### src/rtl/ual_pkg.sv
// Shared types and constants for the UAL divide unit.
// Holds the divider FSM encoding and width helpers.
package ual_pkg;

   typedef enum logic [1:0] {IDLE, RUN, DONE} div_state_t;

   localparam int UAL_WIDTH = 8;
   localparam int UAL_CNT_W = $clog2(UAL_WIDTH + 1);

   function automatic int cnt_width(input int w);
      return $clog2(w + 1);
   endfunction

endpackage

### src/rtl/ual_divide_unit_trial_sub.sv
// Trial subtractor for the restoring divider.
// WIDTH+1-bit ripple chain; the result MSB is the borrow.
module div_trial_sub #(
   parameter int WIDTH = 8
) (
   input  logic [WIDTH:0]   rem_shifted,
   input  logic [WIDTH-1:0] divisor,
   output logic [WIDTH-1:0] diff,
   output logic             borrow
);

   logic [WIDTH:0] nb;
   logic [WIDTH:0] sum;

   // Full-adder ripple: rem_shifted + ~divisor + 1
   always_comb begin
      logic c;
      c   = 1'b1;
      nb  = ~{1'b0, divisor};
      sum = '0;
      for (int i = 0; i <= WIDTH; i++) begin
         sum[i] = rem_shifted[i] ^ nb[i] ^ c;
         c      = (rem_shifted[i] & nb[i])
                | (c & (rem_shifted[i] ^ nb[i]));
      end
   end

   // The remainder always fits in WIDTH bits, so bit WIDTH is the borrow
   assign diff   = sum[WIDTH-1:0];
   assign borrow = sum[WIDTH];

endmodule

### src/rtl/ual_divide_unit.sv
// Sequential unsigned restoring divider for the UAL.
// One quotient bit per clock, start/busy/done handshake.
module ual_divide_unit
   import ual_pkg::*;
#(
   parameter int WIDTH = UAL_WIDTH
) (
   input  logic             clk,
   input  logic             rst,
   input  logic             start,
   input  logic [WIDTH-1:0] r2,
   input  logic [WIDTH-1:0] r1,
   output logic             busy,
   output logic             done,
   output logic [WIDTH-1:0] DU_Q,
   output logic [WIDTH-1:0] DU_R,
   output logic             DZ
);

   localparam int CW = cnt_width(WIDTH);

   div_state_t       state;
   div_state_t       state_nxt;
   logic [CW-1:0]    count;
   logic [WIDTH-1:0] rem;
   logic [WIDTH-1:0] quo;
   logic [WIDTH-1:0] dvsr;

   logic             accept;
   logic             last;
   logic             dz_op;
   logic             enter_done;
   logic [WIDTH:0]   rem_sh;
   logic [WIDTH-1:0] diff;
   logic             borrow;
   logic [WIDTH-1:0] step_rem;
   logic [WIDTH-1:0] step_quo;

   assign accept     = start && (state != RUN);
   assign last       = (count == CW'(WIDTH - 1));
   assign dz_op      = (dvsr == '0);
   assign enter_done = (state == RUN) && (state_nxt == DONE);

   assign rem_sh   = {rem, quo[WIDTH-1]};
   assign step_rem = borrow ? rem_sh[WIDTH-1:0] : diff;
   assign step_quo = {quo[WIDTH-2:0], ~borrow};

   div_trial_sub #(
      .WIDTH (WIDTH)
   ) u_trial (
      .rem_shifted (rem_sh),
      .divisor     (dvsr),
      .diff        (diff),
      .borrow      (borrow)
   );

   // FSM state register
   always_ff @(posedge clk or posedge rst) begin
      if (rst) state <= IDLE;
      else     state <= state_nxt;
   end

   // Next state; a zero divisor spends one RUN cycle before DONE
   always_comb begin
      state_nxt = state;
      case (state)
         IDLE:    if (start) state_nxt = RUN;
         RUN:     if (dz_op || last) state_nxt = DONE;
         DONE:    state_nxt = start ? RUN : IDLE;
         default: state_nxt = IDLE;
      endcase
   end

   // Handshake outputs decoded from state
   always_comb begin
      busy = (state == RUN);
      done = (state == DONE);
   end

   // Operand capture and shift-subtract iteration
   always_ff @(posedge clk or posedge rst) begin
      if (rst) begin
         count <= '0;
         rem   <= '0;
         quo   <= '0;
         dvsr  <= '0;
      end else if (accept) begin
         count <= '0;
         rem   <= '0;
         quo   <= r2;
         dvsr  <= r1;
      end else if (state == RUN && !dz_op) begin
         count <= count + CW'(1);
         rem   <= step_rem;
         quo   <= step_quo;
      end
   end

   // Results load only on entry to DONE and hold until the next one
   always_ff @(posedge clk or posedge rst) begin
      if (rst) begin
         DU_Q <= '0;
         DU_R <= '0;
         DZ   <= 1'b0;
      end else if (enter_done) begin
         if (dz_op) begin
            DU_Q <= '1;
            DU_R <= quo;
            DZ   <= 1'b1;
         end else begin
            DU_Q <= step_quo;
            DU_R <= step_rem;
            DZ   <= 1'b0;
         end
      end
   end

endmodule

### config.mk
export PLATFORM = sky130hd
export DESIGN_NAME = ual_divide_unit
export DESIGN_NICKNAME = d
export VERILOG_FILES = /design/src/rtl/ual_pkg.sv /design/src/rtl/ual_divide_unit_trial_sub.sv /design/src/rtl/ual_divide_unit.sv
export SDC_FILE = /design/constraint.sdc
export NUM_CORES = 1
export LEC_CHECK = 0
export CORE_UTILIZATION = 47
export DETAILED_ROUTE_END_ITERATION = 12
export PLACE_DENSITY = 0.74
export SYNTH_ARGS = -nofsm -noshare
export SYNTH_HDL_FRONTEND = slang
export SYNTH_SLANG_ARGS = --single-unit
### constraint.sdc
create_clock -name clk -period 4.7 [get_ports clk]
set_input_delay 0.47 -clock clk [delete_from_list [all_inputs] [get_ports clk]]
set_output_delay 0.47 -clock clk [all_outputs]
set_load 0.01 [all_outputs]
* Yosys cells after proc, flatten, opt, wreduce, memory -nomap -nowiden
Index checks and enable logic that the tools add are counted.
** Word-level totals
- Flip-flop bits (word level) :: 47
- Bits of input ports :: 19
- Output and inout port bits :: 19
- Word-level logic and storage cells :: 79
** Operators by class
- Add/sub/neg operators :: 1
- Equality and inequality tests :: 5
- Muxes and demuxes :: 14
- Bitwise operators :: 43
- Reductions and logical operators :: 8
** Operators with widths (count)
- $mux 8 :: 7
- $xor 1x1->1 :: 17
- $and 1x1->1 :: 15
- $not 8->9 :: 1
- $logic_not 8->1 :: 1
- $mux 4 :: 2
- $or 1x1->1 :: 8
- $pmux 2 s3 :: 1
- $add 4x1->4 const B :: 1
- $eq 2x2->1 const B :: 2
- $eq 4x3->1 const B :: 1
- $mux 2 :: 2
- $logic_and 1x1->1 :: 3
- $eq 2x1->1 const B :: 1
- $logic_not 2->1 :: 1
- $mux 1 :: 2
- $ne 2x1->1 const B :: 1
- $not 1->1 :: 2
- $reduce_bool 2->1 :: 1
- $logic_not 1->1 :: 1
- $logic_or 1x1->1 :: 1

* Depth between registers and ports, before layout
Gate-level depths: netlist (run 1).
- Word-level depth :: 21
- Gate-level depth with buffers :: 17
- Gate-level depth less buffers :: 16

* Modules after synthesis
A second synthesis (run 1) with hierarchy kept.
** Second synthesis, totals
- Cells, all modules :: 221
- Area, all modules :: 2373.5 µm²
** Modules (own cells, without submodules)
- ual_divide_unit :: times used 1, cells an instance 195, area an instance 2148.3 µm², sequential area each 1176.1 µm²
- div_trial_sub :: times used 1, cells an instance 26, area an instance 225.2 µm², sequential area each 0.0 µm²

* Worst setup path after synthesis (run 1)
Ideal clock, no wire load.
- Kind :: register to register
- Start :: register quo[7]
- End :: register DU_R[2]
- Library setup time :: 126 ps
- Arrival :: 4306 ps
- Data required time :: 4574 ps
- Path slack :: 268 ps
- Cell stages (with the launch flop) :: 18
- Path buffers :: 1
- Clock period less this slack :: 4432 ps
- Cell sequence :: dfrtp_1 -> inv_1 -> ha_1 -> inv_1 -> fa_1 -> fa_1 -> fa_1 -> fa_1 -> fa_1 -> inv_1 -> fa_1 -> inv_1 -> fa_1 -> xor2_1 -> clkbuf_1 -> mux2i_1 -> nor2_1 -> a221o_1
** On the way
- Cells in the longest elaborated chain, start to end :: 19
- Elaborated cells on any way between the ends :: 21
- Those cells by class :: mux (2); bitwise (19)
** Ends and longest elaborated chain
- start, declared :: RTL line ual_divide_unit.sv:26 : logic [WIDTH-1:0] quo;
- start signal, assigned :: RTL line ual_divide_unit.sv:90 : quo <= r2;
- start signal, assigned :: RTL line ual_divide_unit.sv:95 : quo <= step_quo;
- $and 1x1->1 or $xor 1x1->1 (tied branches) :: RTL line ual_divide_unit_trial_sub.sv:23, ual_divide_unit_trial_sub.sv:24
- $or 1x1->1 * :: RTL line ual_divide_unit_trial_sub.sv:24 : | (c & (rem_shifted[i] ^ nb[i]));
- $and 1x1->1 * :: RTL line ual_divide_unit_trial_sub.sv:24
- $or 1x1->1 * :: RTL line ual_divide_unit_trial_sub.sv:24
- $and 1x1->1 :: RTL line ual_divide_unit_trial_sub.sv:24
- $or 1x1->1 :: RTL line ual_divide_unit_trial_sub.sv:24
- $and 1x1->1 :: RTL line ual_divide_unit_trial_sub.sv:24
- $or 1x1->1 :: RTL line ual_divide_unit_trial_sub.sv:24
- (+3 left out)
- $or 1x1->1 :: RTL line ual_divide_unit_trial_sub.sv:24
- $and 1x1->1 :: RTL line ual_divide_unit_trial_sub.sv:24
- $or 1x1->1 :: RTL line ual_divide_unit_trial_sub.sv:24
- $and 1x1->1 :: RTL line ual_divide_unit_trial_sub.sv:24
- $or 1x1->1 :: RTL line ual_divide_unit_trial_sub.sv:24
- $xor 1x1->1 :: RTL line ual_divide_unit_trial_sub.sv:22 : sum[i] = rem_shifted[i] ^ nb[i] ^ c;
- $mux 8 * :: RTL line ual_divide_unit.sv:45 : assign step_rem = borrow ? rem_sh[WIDTH-1:0] : diff;
- $mux 8 * :: RTL line ual_divide_unit.sv:106 : if (dz_op) begin
- end signal, assigned :: RTL line ual_divide_unit.sv:108 : DU_R <= quo;
- end signal, assigned :: RTL line ual_divide_unit.sv:112 : DU_R <= step_rem;
- end, declared :: RTL line ual_divide_unit.sv:16 : output logic [WIDTH-1:0] DU_R,
Every way passes the cells marked *; elsewhere a longest branch is shown, timed or not.
A chain may end at the register's enable or synchronous reset.

* Worst setup path after layout (run 1)
- Start :: register quo[7]
- End :: register DU_R[5]
** On the way
- Cells in the longest elaborated chain, start to end :: 19
- Elaborated cells on any way between the ends :: 21
- Those cells by class :: mux (2); bitwise (19)
** Ends and longest elaborated chain (RTL line)
- $and 1x1->1 or $xor 1x1->1 (tied branches) :: ual_divide_unit_trial_sub.sv:23, ual_divide_unit_trial_sub.sv:24
- $or 1x1->1 * :: ual_divide_unit_trial_sub.sv:24
- $and 1x1->1 * :: ual_divide_unit_trial_sub.sv:24
- $or 1x1->1 * :: ual_divide_unit_trial_sub.sv:24
- $and 1x1->1 * :: ual_divide_unit_trial_sub.sv:24
- $or 1x1->1 * :: ual_divide_unit_trial_sub.sv:24
- $and 1x1->1 * :: ual_divide_unit_trial_sub.sv:24
- $or 1x1->1 * :: ual_divide_unit_trial_sub.sv:24
- (+3 left out)
- $or 1x1->1 :: ual_divide_unit_trial_sub.sv:24
- $and 1x1->1 :: ual_divide_unit_trial_sub.sv:24
- $or 1x1->1 :: ual_divide_unit_trial_sub.sv:24
- $and 1x1->1 :: ual_divide_unit_trial_sub.sv:24
- $or 1x1->1 :: ual_divide_unit_trial_sub.sv:24
- $xor 1x1->1 :: ual_divide_unit_trial_sub.sv:22
- $mux 8 * :: ual_divide_unit.sv:45
- $mux 8 * :: ual_divide_unit.sv:106
Marked as above.

==> summary.log, run 1 <==
INFO  detailed_routing wl_met1=2.156mm
INFO  die            rows=24
INFO  detailed_routing route.met2.wl=2.375mm
INFO  synth          synth_enable_flop_cells=0
INFO  clocking       worstSkewPairLatency=300ps
INFO  worst_hold_path min_to=state[0]
INFO  die            chipWidth=71.32um
INFO  setup_path     crit-reg2reg-capture=DU_R[5]
INFO  clocking       tritoncts_clock_tree=built
INFO  placed_design  dp_hpwl=3.360mm
INFO  synth          synthCells=174
INFO  die            die_area=0.005087sqmm
INFO  worst_hold_path timing.hold.worst.class=reg2reg
INFO  timing         final.setup_skew=12.86ps
INFO  pwr            power_frac_seq=35.5%
INFO  detailed_routing drt_pass1_iterations=8
INFO  timing         highest_clock_rate=0.2293GHz
INFO  timing         maxSlewHeadroom=45.04%
INFO  timing         final_hold_viol_count=0
INFO  cells_and_area nets=241
INFO  detailed_routing drtIter0Drc=78
INFO  setup_path     r2r_cells=17
INFO  timing         finalCriticalPeriod=4361ps
INFO  outcome        status=finished, violations left
INFO  clocking       postCtsHoldBufs=0
INFO  outcome        violations=design-rule violations
INFO  setup_path     timing.critical_path.to_type=register
INFO  pwr            leakagePower=1.223nW
INFO  cells_and_area synthToLayoutAreaGrowth=23.55%
INFO  global_route   global_route.usage.total=20.81%
INFO  synth          synth_flop_cell=dfrtp_1
INFO  clocking       tritoncts.num_buffers=5
INFO  pwr            comb_power_share=48.6%
INFO  detailed_routing route.detailed.wl_per_inst=17.75um
INFO  timing         min_period_over_period=92.79%
INFO  cells_and_area stdcell_count=266
INFO  die            floorplan.initialDensity=50.48%
INFO  synth          yosys_register_bits=47
INFO  placed_design  gp_congestion=0.8272
INFO  setup_path     reg2reg_slack=340ps
INFO  pwr            net-switching-power=809.5uW
INFO  clocking       cts-htree-levels=2
INFO  detailed_routing avgViaCountPerCell=5.741
INFO  pwr            power_per_cell_area=780.1mW/mm^2
INFO  setup_path     timing.critical_path.from=quo[7]
INFO  clocking       clock-sinks=47
INFO  timing         setup_total_negative_slack=0ps
INFO  die            standard_cell_core_area=0.004474sqmm
INFO  detailed_routing routed-wl-met3=144um
INFO  clocking       worst_setup_hold_path_clk_slew=90ps
INFO  synth          post_synth_num_cell_types=36
INFO  clocking       post_cts_resized=0
INFO  synth          async_reset_ff_share=100.0%
INFO  die            io-pin-count=38
INFO  setup_path     timing_worst_setup_path_type=reg2reg
INFO  pwr            power.ir.vdd_worst=452.1uV
INFO  run            max_cap_viol_count=0
INFO  placed_design  placed_cells_incl_taps=258
INFO  clocking       post_cts.repair.setup_buffers=0
INFO  placed_design  io_buffer_count=37
INFO  clocking       ctsLongestPathBuffers=2
INFO  setup_path     crit_required=4890ps
INFO  setup_path     worstPathMaxFanout=12
INFO  global_route   via_count_of_the_first_global_routing_pass=1689
INFO  pwr            switching_share=37.19%
INFO  setup_path     timing.rr.start=quo[7]
INFO  global_route   grt_remaining_overflow=0
INFO  global_route   grt_max_degree=48
INFO  global_route   global_route_wire_length_before_repair=8.211mm
INFO  detailed_routing detailroute.via_count=1527
INFO  setup_path     critPathArrivalTime=4550ps
INFO  detailed_routing routed.top_layer=met4
INFO  worst_hold_path worst_hold_path.num_cells=1
INFO  synth          synth.avg_cell_area=12.98squm
INFO  timing         grt_setup_unrepaired=false
INFO  synth          synth_sequential_area_ratio=52.08%
INFO  cells_and_area final_layout_size_suffix_gt1_share=16.82%
INFO  detailed_routing antenna_left=0
INFO  timing         tightest_slew=822.4ps
INFO  synth          syn_area=0.002258sqmm
INFO  cells_and_area antenna_cells_inserted=0
INFO  setup_path     worst_setup_path_start_kind=register
INFO  timing         report.final.slew_viol_count=0
INFO  clocking       cts-root-buf=clkbuf_8
INFO  pwr            p_clk_share=15.9%
INFO  die            die_y=71.32um
INFO  synth          net_count_after_synthesis=202
INFO  timing         setup_viol=0
INFO  detailed_routing detail_route.drc_violations=2
INFO  synth          synth_warnings=0
INFO  global_route   antenna_found_initial=0
INFO  worst_hold_path min-delay-start=state[0]
INFO  pwr            power_report.internal_total=1.367mW
INFO  detailed_routing drt_wl_total=4.721mm
logic make-up after synthesis:
group / Yosys count / share of synthesized area [%]
xor+xnor: 1 / 0.3879
compound gates: 35 / 13.13
fa+ha+maj: 9 / 7.313
buf+inv: 22 / 4.764
mux: 31 / 14.90
simple gates: 29 / 7.424
flops: 47 / 52.08
layer usage:
| metal | up-vias | track usage (%) |
|---|---|---|
| li1 | 708 | - |
| met1 | 782 | 28.32 |
| met2 | 31 | 35.03 |
| met3 | 6 | 3.376 |
| met4 | 0 | 5.333 |
| met5 | - | 0 |
state kept, by name, indices dropped and copies added, names as in the netlist:
register	count
state	2
DU_Q	8
count	4
quo	8
DU_R	8
rem	8
DZ	1
dvsr	8
worst max-delay path: stages, from the launching register on:
cell	delay [ps]
dfrtp_1	410
inv_1	90
ha_1	140
inv_1	40
fa_1	370
fa_1	380
fa_1	390
fa_1	390
fa_1	360
inv_1	70
fa_1	150
inv_1	50
fa_1	370
xor2_1	160
buf_4	220
mux2i_1	280
nor2_1	80
a221o_1	290
through the flow:
stage	util, %	hold WS, ps	power (mW)	setup WS, ps	cell area, sq um
3_3_place_gp	59.40	472.6	1.792	449.8	2658
2_1_floorplan	-	450.7	1.483	267.8	2258
4_1_cts	62.36	497.0	2.197	330.4	2790
5_1_grt	62.36	515.2	2.340	127.2	2790
3_5_place_dp	59.40	484.6	1.847	342.6	2658
6_report	62.36	502.9	2.177	338.7	2790
Yosys cell counts (all sizes together), types with 3 or more instances:
| library cell | count | area share [%] |
|---|---|---|
| a21oi | 3 | 0.66 |
| a221o | 6 | 2.7 |
| a22o | 3 | 1.2 |
| buf | 5 | 1.9 |
| dfrtp | 47 | 52 |
| fa | 7 | 6.2 |
| inv | 15 | 2.5 |
| mux2 | 21 | 10 |
| mux2i | 10 | 4.4 |
| nand2 | 6 | 1.0 |
| nand3 | 3 | 0.66 |
| nor2 | 8 | 1.3 |
| o21ai | 3 | 0.66 |
| o22a | 7 | 2.7 |
| o2bb2ai | 6 | 2.3 |
how the worst max path moves through the flow:
stage	endpoint	depth (start not counted)
after floorplan	DU_R[2]	17
after global placement	DU_R[5]	17
after detailed placement	DU_R[1]	17
after CTS	DU_R[7]	17
after global routing	DU_R[7]	17
final	DU_R[5]	17
power by group through the flow:
stage          clock network, mW  registers [mW]  logic [mW]
2_1_floorplan                  0           0.767       0.716
3_3_place_gp                   0           0.767        1.03
3_5_place_dp                   0           0.781        1.07
4_1_cts                    0.351           0.773        1.07
5_1_grt                    0.369           0.805        1.17
6_report                   0.346           0.772        1.06
cell usage in the layout (no fill, tap or decap), types with 3 or more instances in the layout:
cell type,instances
inv_1,14
clkdlybuf4s50_1,37
nand3_1,3
a21oi_1,3
clkbuf_8,5
nand2_1,6
o22a_1,7
nor2_1,8
mux2i_1,10
a22o_1,3
mux2_2,21
fa_1,7
dfrtp_1,47
o2bb2ai_1,6
a221o_1,6
layout make-up:
| cell class | instances | area (sq um) |
|---|---|---|
| multi-input combinational | 105 | 974.7 |
| timing repair buffer | 39 | 385.4 |
| fill | 339 | 1684 |
| sequential | 47 | 1176 |
| clock inverter | 2 | 60.06 |
| inverter | 15 | 56.30 |
| clock buffer | 6 | 72.57 |
| tap | 52 | 65.06 |
(Power assumes the default switching activity.)
==> run 2, diff against run 1 <==
SLEW_MARGIN = 25   (was unset)
==> results of run 2 <==
The final DEF is identical to that of run 1; final timing and power are the same.
